==> src/rtl/uart_tx.sv <==
// uart_tx: UART transmitter with valid/ready load and internal baud counter.
// Define UART_TX_PARITY_EN to insert a parity bit between data and stop bits.
module uart_tx #(
    parameter int CLKS_PER_BIT = 2605,
    parameter int DATA_BITS    = 8,
    parameter int STOP_BITS    = 1,
    parameter int PARITY_ODD   = 0
) (
    input  logic                 clk,
    input  logic                 rst,
    input  logic [DATA_BITS-1:0] tx_data,
    input  logic                 tx_start,
    output logic                 tx_ready,
    output logic                 tx_busy,
    output logic                 tx_done,
    output logic                 tx
);

    localparam int CW = $clog2(CLKS_PER_BIT);
    localparam logic [CW-1:0] BAUD_MAX  = CW'(CLKS_PER_BIT - 1);
    localparam logic [2:0]    LAST_DATA = 3'(DATA_BITS - 1);
    localparam logic [2:0]    LAST_STOP = 3'(STOP_BITS - 1);

    if (CLKS_PER_BIT < 2 || CLKS_PER_BIT > 65535 ||
        DATA_BITS < 5 || DATA_BITS > 8 ||
        STOP_BITS < 1 || STOP_BITS > 2 ||
        PARITY_ODD < 0 || PARITY_ODD > 1) begin : g_param_err
        $error("uart_tx: illegal parameter value");
    end

`ifdef UART_TX_PARITY_EN
    typedef enum logic [2:0] {
        S_IDLE,
        S_START,
        S_DATA,
        S_PARITY,
        S_STOP
    } state_t;
`else
    typedef enum logic [1:0] {
        S_IDLE,
        S_START,
        S_DATA,
        S_STOP
    } state_t;
`endif

    state_t                 r_state;
    state_t                 w_state_next;
    logic [CW-1:0]          r_baud;
    logic [CW-1:0]          w_baud_next;
    logic [2:0]             r_idx;
    logic [2:0]             w_idx_next;
    logic [DATA_BITS-1:0]   r_shift;
    logic [DATA_BITS-1:0]   w_shift_next;
    logic                   r_tx;
    logic                   w_tx_next;
    logic                   w_done;
    logic                   w_bit_end;
`ifdef UART_TX_PARITY_EN
    logic                   r_parity;
    logic                   w_parity_next;
`endif

    assign w_bit_end = (r_baud == BAUD_MAX);

    always_ff @(posedge clk) begin
        if (rst) begin
            r_state  <= S_IDLE;
            r_baud   <= '0;
            r_idx    <= '0;
            r_shift  <= '0;
            r_tx     <= 1'b1;
`ifdef UART_TX_PARITY_EN
            r_parity <= 1'b0;
`endif
        end else begin
            r_state  <= w_state_next;
            r_baud   <= w_baud_next;
            r_idx    <= w_idx_next;
            r_shift  <= w_shift_next;
            r_tx     <= w_tx_next;
`ifdef UART_TX_PARITY_EN
            r_parity <= w_parity_next;
`endif
        end
    end

    always_comb begin
        w_state_next  = r_state;
        w_baud_next   = r_baud;
        w_idx_next    = r_idx;
        w_shift_next  = r_shift;
        w_done        = 1'b0;
`ifdef UART_TX_PARITY_EN
        w_parity_next = r_parity;
`endif
        if (r_state != S_IDLE) begin
            w_baud_next = w_bit_end ? '0 : r_baud + CW'(1);
        end
        unique case (r_state)
            S_IDLE: begin
                w_baud_next = '0;
                w_idx_next  = '0;
                if (tx_start) begin
                    w_shift_next  = tx_data;
`ifdef UART_TX_PARITY_EN
                    w_parity_next = (^tx_data) ^ 1'(PARITY_ODD);
`endif
                    w_state_next  = S_START;
                end
            end
            S_START: begin
                if (w_bit_end) begin
                    w_idx_next   = '0;
                    w_state_next = S_DATA;
                end
            end
            S_DATA: begin
                if (w_bit_end) begin
                    w_shift_next = r_shift >> 1;
                    if (r_idx == LAST_DATA) begin
                        w_idx_next   = '0;
`ifdef UART_TX_PARITY_EN
                        w_state_next = S_PARITY;
`else
                        w_state_next = S_STOP;
`endif
                    end else begin
                        w_idx_next = r_idx + 3'd1;
                    end
                end
            end
`ifdef UART_TX_PARITY_EN
            S_PARITY: begin
                if (w_bit_end) begin
                    w_idx_next   = '0;
                    w_state_next = S_STOP;
                end
            end
`endif
            S_STOP: begin
                // r_idx counts stop bits here; done marks the last cycle of the last one
                if (w_bit_end) begin
                    if (r_idx == LAST_STOP) begin
                        w_done       = 1'b1;
                        w_idx_next   = '0;
                        w_state_next = S_IDLE;
                    end else begin
                        w_idx_next = r_idx + 3'd1;
                    end
                end
            end
            default: begin
                w_state_next = S_IDLE;
            end
        endcase
    end

    // Line level follows the state being entered so tx is a pure flop output
    always_comb begin
        w_tx_next = 1'b1;
        unique case (w_state_next)
            S_START:  w_tx_next = 1'b0;
            S_DATA:   w_tx_next = w_shift_next[0];
`ifdef UART_TX_PARITY_EN
            S_PARITY: w_tx_next = r_parity;
`endif
            default:  w_tx_next = 1'b1;
        endcase
    end

    assign tx_ready = (r_state == S_IDLE);
    assign tx_busy  = ~tx_ready;
    assign tx_done  = w_done & ~rst;
    assign tx       = r_tx;

endmodule

==> config.mk <==
export PLATFORM = sky130hd
export DESIGN_NAME = uart_tx
export DESIGN_NICKNAME = d
export VERILOG_FILES = /design/src/rtl/uart_tx.sv
export SDC_FILE = /design/constraint.sdc
export NUM_CORES = 1
export LEC_CHECK = 0
export CAP_MARGIN = 20
export CORE_AREA = 4 4 66 68
export DETAILED_ROUTE_END_ITERATION = 7
export DIE_AREA = 0 0 70 72
export GPL_ROUTABILITY_DRIVEN = 0
export GPL_TIMING_DRIVEN = 1
export PLACE_DENSITY = 0.57
export SLEW_MARGIN = 20
export SYNTH_ARGS = -nofsm -noshare
export SYNTH_HDL_FRONTEND = slang
export SYNTH_SLANG_ARGS = --single-unit
==> constraint.sdc <==
create_clock -name clk -period 5.4 [get_ports clk]
set_clock_uncertainty 0.15 [all_clocks]
set_input_delay 0.54 -clock clk [delete_from_list [all_inputs] [get_ports clk]]
set_output_delay 0.54 -clock clk [all_outputs]
set_load 0.01 [all_outputs]
==> metrics.cfg, run 1 <==
[outcome]
outcome=finished clean

[worst_setup_path]
cp-start-kind=input pin
worst-setup-path-type=in2out
end_kind=output pin
crit_path_top_delay_cell=clkdlybuf4s50_1
crit_path_max_fanout=16
crit_start=rst
cpMostUsedCell=clkdlybuf4s50_1
crit_path_max_incr_delay_ns=0.69
timing.rr.start=r_state[1]$_SDFF_PP0_
cp.arrival_ns=2.09
crit_required_ns=4.71
path_cells=clkdlybuf4s50_1, nor3_1, clkdlybuf4s50_1

[power]
p_clk_share_pct=35.0
seqPwrFrac_pct=55.5
ir_worst_vdd_mv=0.148
finalPower_mw=0.363
power_density_nw_per_um2=244
switching_share_pct=22.7
power.leakage_nw=0.546
power.internal_mw=0.281
p_comb_share_pct=9.6
power.switching_mw=0.0824

[min_path]
hold_path_class=reg2reg
worstHoldStart=r_shift[4]$_SDFFE_PP0P_

[sta]
rsz0062_at_grt=false
relSlewSlack_pct=55.0
period_needed_ns=2.78
worst_slew_pin_slew_ns=0.673
fmax_mhz=359
tns_ns=0
setup_ws_ns=2.62
slew_viol_final=0
finalHoldViolCount=0
finalSetupViolCount=0
fin_crit_sh_pct=51.5

[synth]
syn_inst=142
synth_top_area_cell=dfxtp_1
yosysTopAreaCellShare_pct=40.8
avgSynthCellArea_um2=8.98
syn-cell-area_um2=1270
synth_nets=158
synth_top_family_by_area=simple AND/OR/NAND/NOR gates
synthXorXnorAreaFrac_pct=6.87
synth_edf_count=0
yosysUniqueCellTypes=37
yosys-top-cells-area=dfxtp_1, xor2_1, nor2_1
synthSimpleGateAreaFrac_pct=27.2
seq_area_frac_synth_pct=40.8
synthFlopType=dfxtp_1
synthArstFlopShare_pct=0
synthMuxAreaShare_pct=2.85
yosysWarnings=0
synth_compound_area_share_pct=11.6
ys_seq_elements=26
synth_fa_ha_area_share_pct=4.91

[clock_tree]
htreeDepth=1
cts_sinks=26
hold_buffers=0
clk_latency_ns=0.27
tritoncts=built
path_clk_slew_ns=0.09
cts_made_buffers=3
clockRootBuffer=clkbuf_8
clockBufferDepth=2
ctsResizeCount=0
post_cts_buffers=0

[cells_and_area]
area_growth_pct=16.9
drive_gt1_share_pct=9.80
num-nets-final=170
final_cell_mix=dfxtp_1, nor2_1, nand2_1, clkdlybuf4s50_1, a21oi_1
diodes=0
finalInstanceArea_um2=1490
mostFrequentLayoutCell=dfxtp_1

[routing]
drc=0
dr.pass1.iters=4
avgRoutedWirePerCell_um=12.0
totalWireLength_mm=2.44
ant_nets=0
drt_iter0_markers=55
num_vias=1014
viasPerCell=5.00

[die]
start_util_pct=33.1
io_pins=15
die_y_um=72
die_area_um2=5040
die_x_um=70
num_rows=23
coreArea_um2=3860

[placement]
placed_cell_area_um2=1430
portBuffers=14
dpl.hpwl_mm=1.85
dp_slack_ns=2.25

[grt]
grt_antenna_before_repair=0
grt_pass1_wl_mm=4.40
grt_max_degree=17
grt_use_total_pct=10.7
gr-total-overflow=0
grt_pass1_vias=983

[job]
max_cap_viol_count=0

[state kept, by name (all words and copies together) (netlist names)]
signal   flops
r_shift      8
r_idx        3
tx           1
r_baud      12
r_state      2
[layout make-up]
cell class,count,area [um^2]
fillers,406,2370
multi-input cells,102,686
repair buffers,14,140
well taps,50,62.6
clock buffers,4,55.1
inverters,7,26.3
flip-flops and latches,26,520
[routing by layer]
metal,vias up,GRT usage [%],wire (um)
met5,-,0,0
met4,0,1.91,25
met3,7,3.60,80
met2,10,18.2,1160
met1,484,13.3,1180
li1,513,-,-
[synthesized netlist by cell type (3+ instances only)]
cell / n
a21oi_1: 10
a22oi_1: 6
nand3_1: 5
nor2b_1: 3
nand4_1: 4
xor2_1: 9
dfxtp_1: 26
nand2_1: 14
nor2_1: 19
and3_1: 5
ha_1: 5
inv_1: 6
[power groups by stage]
stage | clock, mW | sequential (mW) | combinational [mW]
floorplan | 0 | 0.204 | 0.0227
global placement | 0 | 0.206 | 0.0342
finish | 0.127 | 0.202 | 0.0347
detailed placement | 0 | 0.206 | 0.0348
CTS | 0.132 | 0.201 | 0.0351
global route | 0.141 | 0.203 | 0.0384
[worst max-delay path, delay by kind of cell]
| family | cells | cell delay [ns] |
|---|---|---|
| buffers and inverters | 2 | 1.26 |
| and+or+nand+nor | 1 | 0.29 |
[kinds of logic (layout without fill, tap and decap cells)]
family	Yosys count	in the layout
AO/OA/AOI/OAI	23	23
XOR/XNOR	10	10
adder cells (fa/ha/maj)	5	5
buffers and inverters	14	25
flip-flops	26	26
multiplexers	3	3
AND/OR/NAND/NOR	61	61
[path summary, 6_finish.rpt]
kind,to,slack [ns],cells past startpoint
setup reg to reg,tx$_SDFF_PP1_,3.21,5
hold / removal,r_shift[4]$_SDFFE_PP0P_,0.31,2
setup / recovery,tx_done,2.62,3
hold reg to reg,r_shift[4]$_SDFFE_PP0P_,0.31,2
[per-stage QoR]
step	cells	hold slack, ns	utilization, %
floorplan	142	0.280	-
global placement	199	0.296	37.1
detailed placement	199	0.296	37.1
CTS	203	0.310	38.5
global route	203	0.323	38.6
finish	203	0.310	38.6
(Power assumes the default switching activity.)
==> run 2, diff against run 1 <==
Settings changed: PLACE_DENSITY 0.57 to 0.59.
Clock period 5.4 ns to 2.4 ns, I/O delays scaled along.
==> run 2 against run 1 <==
Wire length grew 4.7%. Via count shrank 0.30%. Hold slack improved by 0.0050 ns. Utilization grew 0.23 points. Total power increased by 120%. Combinational power up 140%. Register-to-register slack worse by 3.0 ns. Non-clock buffer count is 2 higher. Largest cell class unchanged. Highest routed layer unchanged.
==> metrics.cfg, run 2 (synthesis gave the netlist of run 1 again) <==
[worst_setup_path]
crit_required_ns=2.01  ; -2.70 ns
worst-setup-path-type=reg2out
end_kind=output pin
crit_path_max_fanout=6  ; -10
cp.arrival_ns=1.80  ; -0.29 ns
cp-start-kind=flop

[die]
die_area_um2=5040  ; unchanged
start_util_pct=33.1  ; unchanged
num_rows=23  ; unchanged
die_y_um=72  ; unchanged
die_x_um=70  ; unchanged
coreArea_um2=3860  ; unchanged
io_pins=15  ; unchanged

[power]
finalPower_mw=0.817  ; +120%
power.leakage_nw=0.557  ; +2.1%
power_density_nw_per_um2=545  ; +120%
ir_worst_vdd_mv=0.204  ; +38%

[placement]
placed_cell_area_um2=1450  ; +1.1%
dpl.hpwl_mm=1.90  ; +2.6%
portBuffers=14  ; unchanged

[cells_and_area]
mostFrequentLayoutCell=dfxtp_1
finalInstanceArea_um2=1500  ; +0.59%
drive_gt1_share_pct=10.3  ; +0.52 points
biggestRegsByFlops=r_baud x12, r_shift x8, r_idx x3
top_register=r_baud
final_cell_mix=dfxtp_1, nor2_1, nand2_1
diodes=0  ; unchanged
area_growth_pct=17.6
largest_reg_flops=12  ; unchanged
num-nets-final=172  ; +1.2%
fin_util_pct=38.9  ; +0.23 points

[clock_tree]
clockRootBuffer=clkbuf_8
clk_latency_ns=0.27  ; about the same
ctsResizeCount=1  ; +1
clockBufferDepth=2  ; unchanged
cts_sinks=26  ; unchanged
path_clk_slew_ns=0.09  ; about the same
cts_made_buffers=3  ; unchanged
tritoncts=built
htreeDepth=1  ; unchanged
post_cts_buffers=0  ; unchanged
hold_buffers=0  ; unchanged

[sta]
finalSetupViolCount=0  ; unchanged
fin_crit_sh_pct=91.5
fmax_mhz=456
rsz0062_at_grt=false
relSlewSlack_pct=74.7  ; +20 points
period_needed_ns=2.19
tns_ns=0  ; unchanged
finalHoldViolCount=0  ; unchanged
worst_slew_pin_slew_ns=0.378  ; -0.295 ns
whs_ns=0.315  ; +0.00504 ns
slew_viol_final=0  ; unchanged

[routing]
drc=0  ; unchanged
ant_nets=0  ; unchanged
viasPerCell=4.93  ; -1.3%
totalWireLength_mm=2.56  ; +4.7%
drt_iter0_markers=29  ; -47%
num_vias=1011  ; -0.30%
dr.pass1.iters=4  ; unchanged
avgRoutedWirePerCell_um=12.5  ; +3.7%

[job]
max_cap_viol_count=0  ; unchanged

[grt]
grt_max_degree=16  ; -1
grt_use_total_pct=10.8  ; +0.13 points
grt.met1_usage_pct=13.9  ; +0.55 points
grt_pass1_vias=1010  ; +2.7%
gr-total-overflow=0  ; unchanged
globalRoute.busiestLayer=met2
grt_util_met3_pct=1.80  ; -1.8 points
grt_util_met2_pct=17.5  ; -0.63 points
grt_pass1_wl_mm=4.46  ; +1.2%
grt_antenna_before_repair=0  ; unchanged

[min_path]
hold_path_class=reg2reg

[outcome]
outcome=finished clean

run 2: final timing paths:
| check | startpoint | endpoint | slack [ns] | cells after the start |
|---|---|---|---|---|
| setup / recovery | r_baud[0]$_SDFFE_PP0N_ | tx_done | 0.21 | 6 |
| hold / removal | r_shift[1]$_SDFFE_PP0P_ | r_shift[1]$_SDFFE_PP0P_ | 0.31 | 2 |
| setup reg to reg | r_baud[0]$_SDFFE_PP0N_ | tx$_SDFF_PP1_ | 0.24 | 7 |
| hold reg to reg | r_shift[1]$_SDFFE_PP0P_ | r_shift[1]$_SDFFE_PP0P_ | 0.31 | 2 |
run 2: worst max-delay path: stages, from the launching register on:
cell	delay, ns
dfxtp_1	0.35
inv_1	0.13
ha_1	0.16
and3_1	0.25
nand4_1	0.14
nor3_1	0.21
dlygate4sd2_1	0.30
run 2: final cells by class:
class / instances / area, um^2
clock buffers: 4 / 55.1
fillers: 400 / 2360
inverters: 7 / 26.3
multi-input cells: 102 / 681
flip-flops and latches: 26 / 520
well taps: 50 / 62.6
repair buffers: 16 / 154
run 2: routing by layer:
metal  up-vias  wire length [um]
met4         0                50
met5         -                 0
met3         4                57
met2        16              1200
li1        517                 -
met1       474              1250
run 2: through the flow:
step,std cells,setup WS [ns]
6_report,205,0.205
5_1_grt,205,0.0726
4_1_cts,205,0.192
3_5_place_dp,201,0.234
3_3_place_gp,201,0.285
2_1_floorplan,142,0.495
run 2: where the power goes:
group	internal [mW]	switching, mW	leakage [nW]
Clock	0.147	0.135	0.0288
Combinational	0.0438	0.0385	0.317
Sequential	0.444	0.00915	0.211
==> run 3, diff against run 2 <==
==> constraint.sdc (replaced) <==
create_clock -name clk -period 2.4 [get_ports clk]
set_clock_uncertainty 0.15 [all_clocks]
set_input_delay 0.6 -clock clk [delete_from_list [all_inputs] [get_ports clk]]
set_output_delay 0.6 -clock clk [all_outputs]
set_load 0.01 [all_outputs]
==> run 3 against run 2 <==
Clock power decreased by 14%. Hold slack got worse by 0.0066 ns. Total power decreased by 4.0%. Global-route usage grew 0.71 points. Sequential cell count did not move. Maximum frequency down 5.4%. Largest power group unchanged. Setup slack lost 0.13 ns.
==> metrics.cfg, run 3 (synthesis gave the netlist of run 1 again) <==
[outcome]
outcome=finished clean

[clock_tree]
path_clk_slew_ns=0.09  ; about the same
hold_buffers=0  ; unchanged
cts_sinks=26  ; unchanged
tritoncts=built
cts_made_buffers=3  ; unchanged
clk_latency_ns=0.27  ; about the same
htreeDepth=1  ; unchanged
clockBufferDepth=2  ; unchanged
clockRootBuffer=clkbuf_8

[routing]
viasPerCell=4.81  ; -2.5%
avgRoutedWirePerCell_um=11.9  ; -4.4%
drt_iter0_markers=29  ; unchanged
dr.pass1.iters=4  ; unchanged
totalWireLength_mm=2.65  ; +3.5%
num_vias=1067  ; +5.5%
drc=0  ; unchanged
ant_nets=0  ; unchanged

[placement]
portBuffers=14  ; unchanged
dp_slack_ns=-0.252  ; -0.487 ns
placedCellCount=219  ; +9.0%
dpl.hpwl_mm=2.03  ; +6.8%
placed_cell_area_um2=1580  ; +9.4%

[sta]
slew_viol_final=0  ; unchanged
relSlewSlack_pct=75.1  ; +0.41 points
fmax_mhz=431  ; -5.4%
worst_slew_pin_slew_ns=0.372  ; -0.00613 ns
rsz0062_at_grt=false
tns_ns=0  ; unchanged
setup_ws_ns=0.0790  ; -0.126 ns
fin_crit_sh_pct=96.7  ; +5.3 points
period_needed_ns=2.32  ; +0.126 ns
finalSetupViolCount=0  ; unchanged
finalHoldViolCount=0  ; unchanged

[grt]
grt_use_total_pct=11.5  ; +0.71 points
grt_antenna_before_repair=0  ; unchanged
gr-total-overflow=0  ; unchanged
grt_pass1_vias=1154  ; +14%
grt_pass1_wl_mm=4.77  ; +7.1%
grt_max_degree=16  ; unchanged

[cells_and_area]
drive_gt1_share_pct=20.9  ; +11 points
finalInstanceArea_um2=1630  ; +8.4%
biggestRegsByFlops=r_baud x12, r_shift x8, r_idx x3
area_growth_pct=27.5
largest_reg_flops=12  ; unchanged
diodes=0  ; unchanged
final_cell_mix=dfxtp_1, buf_4, nor2_1
num-nets-final=190  ; +10%
instances_no_fill=222  ; +8.3%
top_register=r_baud
mostFrequentLayoutCell=dfxtp_1

[die]
die_y_um=72  ; unchanged
die_area_um2=5040  ; unchanged
start_util_pct=33.1  ; unchanged
io_pins=15  ; unchanged
num_rows=23  ; unchanged
die_x_um=70  ; unchanged
coreArea_um2=3860  ; unchanged

[worst_setup_path]
crit_required_ns=1.65  ; -0.36 ns
timing.rr.start=r_baud[0]$_SDFFE_PP0N_
crit_start=r_state[1]$_SDFF_PP0_
cp.arrival_ns=1.57  ; -0.23 ns
critPathBufInv=2  ; unchanged
path_cells=or2_4, inv_2, clkdlybuf4s50_1
worst-setup-path-type=reg2out
crit_path_max_fanout=8  ; +2
cp-start-kind=flop
crit_path_top_delay_cell=clkdlybuf4s50_1
cp_top_family=buffers and inverters
crit_path_max_incr_delay_ns=0.55  ; +0.20 ns
end_kind=output pin

[power]
power_density_nw_per_um2=483  ; -11%
finalPower_mw=0.784  ; -4.0%
ir_worst_vdd_mv=0.148  ; -27%
power.leakage_nw=0.642  ; +15%

[job]
max_cap_viol_count=0  ; unchanged

[min_path]
hold_path_class=reg2reg
worstHoldStart=r_shift[4]$_SDFFE_PP0P_

-- run 3: cell type report --
cell class                      instances  area, um^2
Fill cell                             383        2230
Inverter                                7        26.3
Sequential cell                        26         522
Clock buffer                            3        41.3
Multi-Input combinational cell        102         688
Tap cell                               50        62.6
Timing Repair Buffer                   34         285
-- run 3: timing repair --
item / 4_1_cts / 5_1_grt
setup buffers: 0 / 0
resized for setup: 4 / 2
endpoints found under the hold margin: 0 / 0
pin swaps: 0 / 1
endpoints found under the setup margin: 2 / 2
-- run 3: where the power goes --
group,total [mW],internal (mW),leakage [nW],switching [mW]
registers,0.450,0.444,0.212,0.00646
logic,0.0908,0.0494,0.408,0.0414
clock network,0.243,0.112,0.0216,0.131
total,0.784,0.605,0.642,0.179
-- run 3: final timing paths --
check / to / slack [ns] / depth (start not counted)
setup / recovery: tx_ready / 0.08 / 3
hold / removal: r_shift[4]$_SDFFE_PP0P_ / 0.31 / 2
setup reg to reg: tx$_SDFF_PP1_ / 0.35 / 8
hold reg to reg: r_shift[4]$_SDFFE_PP0P_ / 0.31 / 2
-- run 3: through the flow --
step / utilization (%) / hold WS (ns)
4_1_cts: 42.2 / 0.309
6_report: 42.1 / 0.308
2_1_floorplan: - / 0.280
3_3_place_gp: 41.0 / 0.294
5_1_grt: 42.1 / 0.334
3_5_place_dp: 41.0 / 0.296
-- run 3: per-layer routing --
metal | wire (um) | track usage [%] | vias to the layer above
met5 | 0 | 0 | -
met4 | 29 | 6.17 | 0
met3 | 28 | 1.25 | 2
met2 | 1310 | 20.1 | 8
met1 | 1280 | 13.9 | 505
li1 | - | - | 552
-- run 3: tightest hold or removal path, cell delays in order, from the launching register on --
cell     delay [ns]
dfxtp_1        0.32
nand2_1        0.05
a21oi_1        0.05
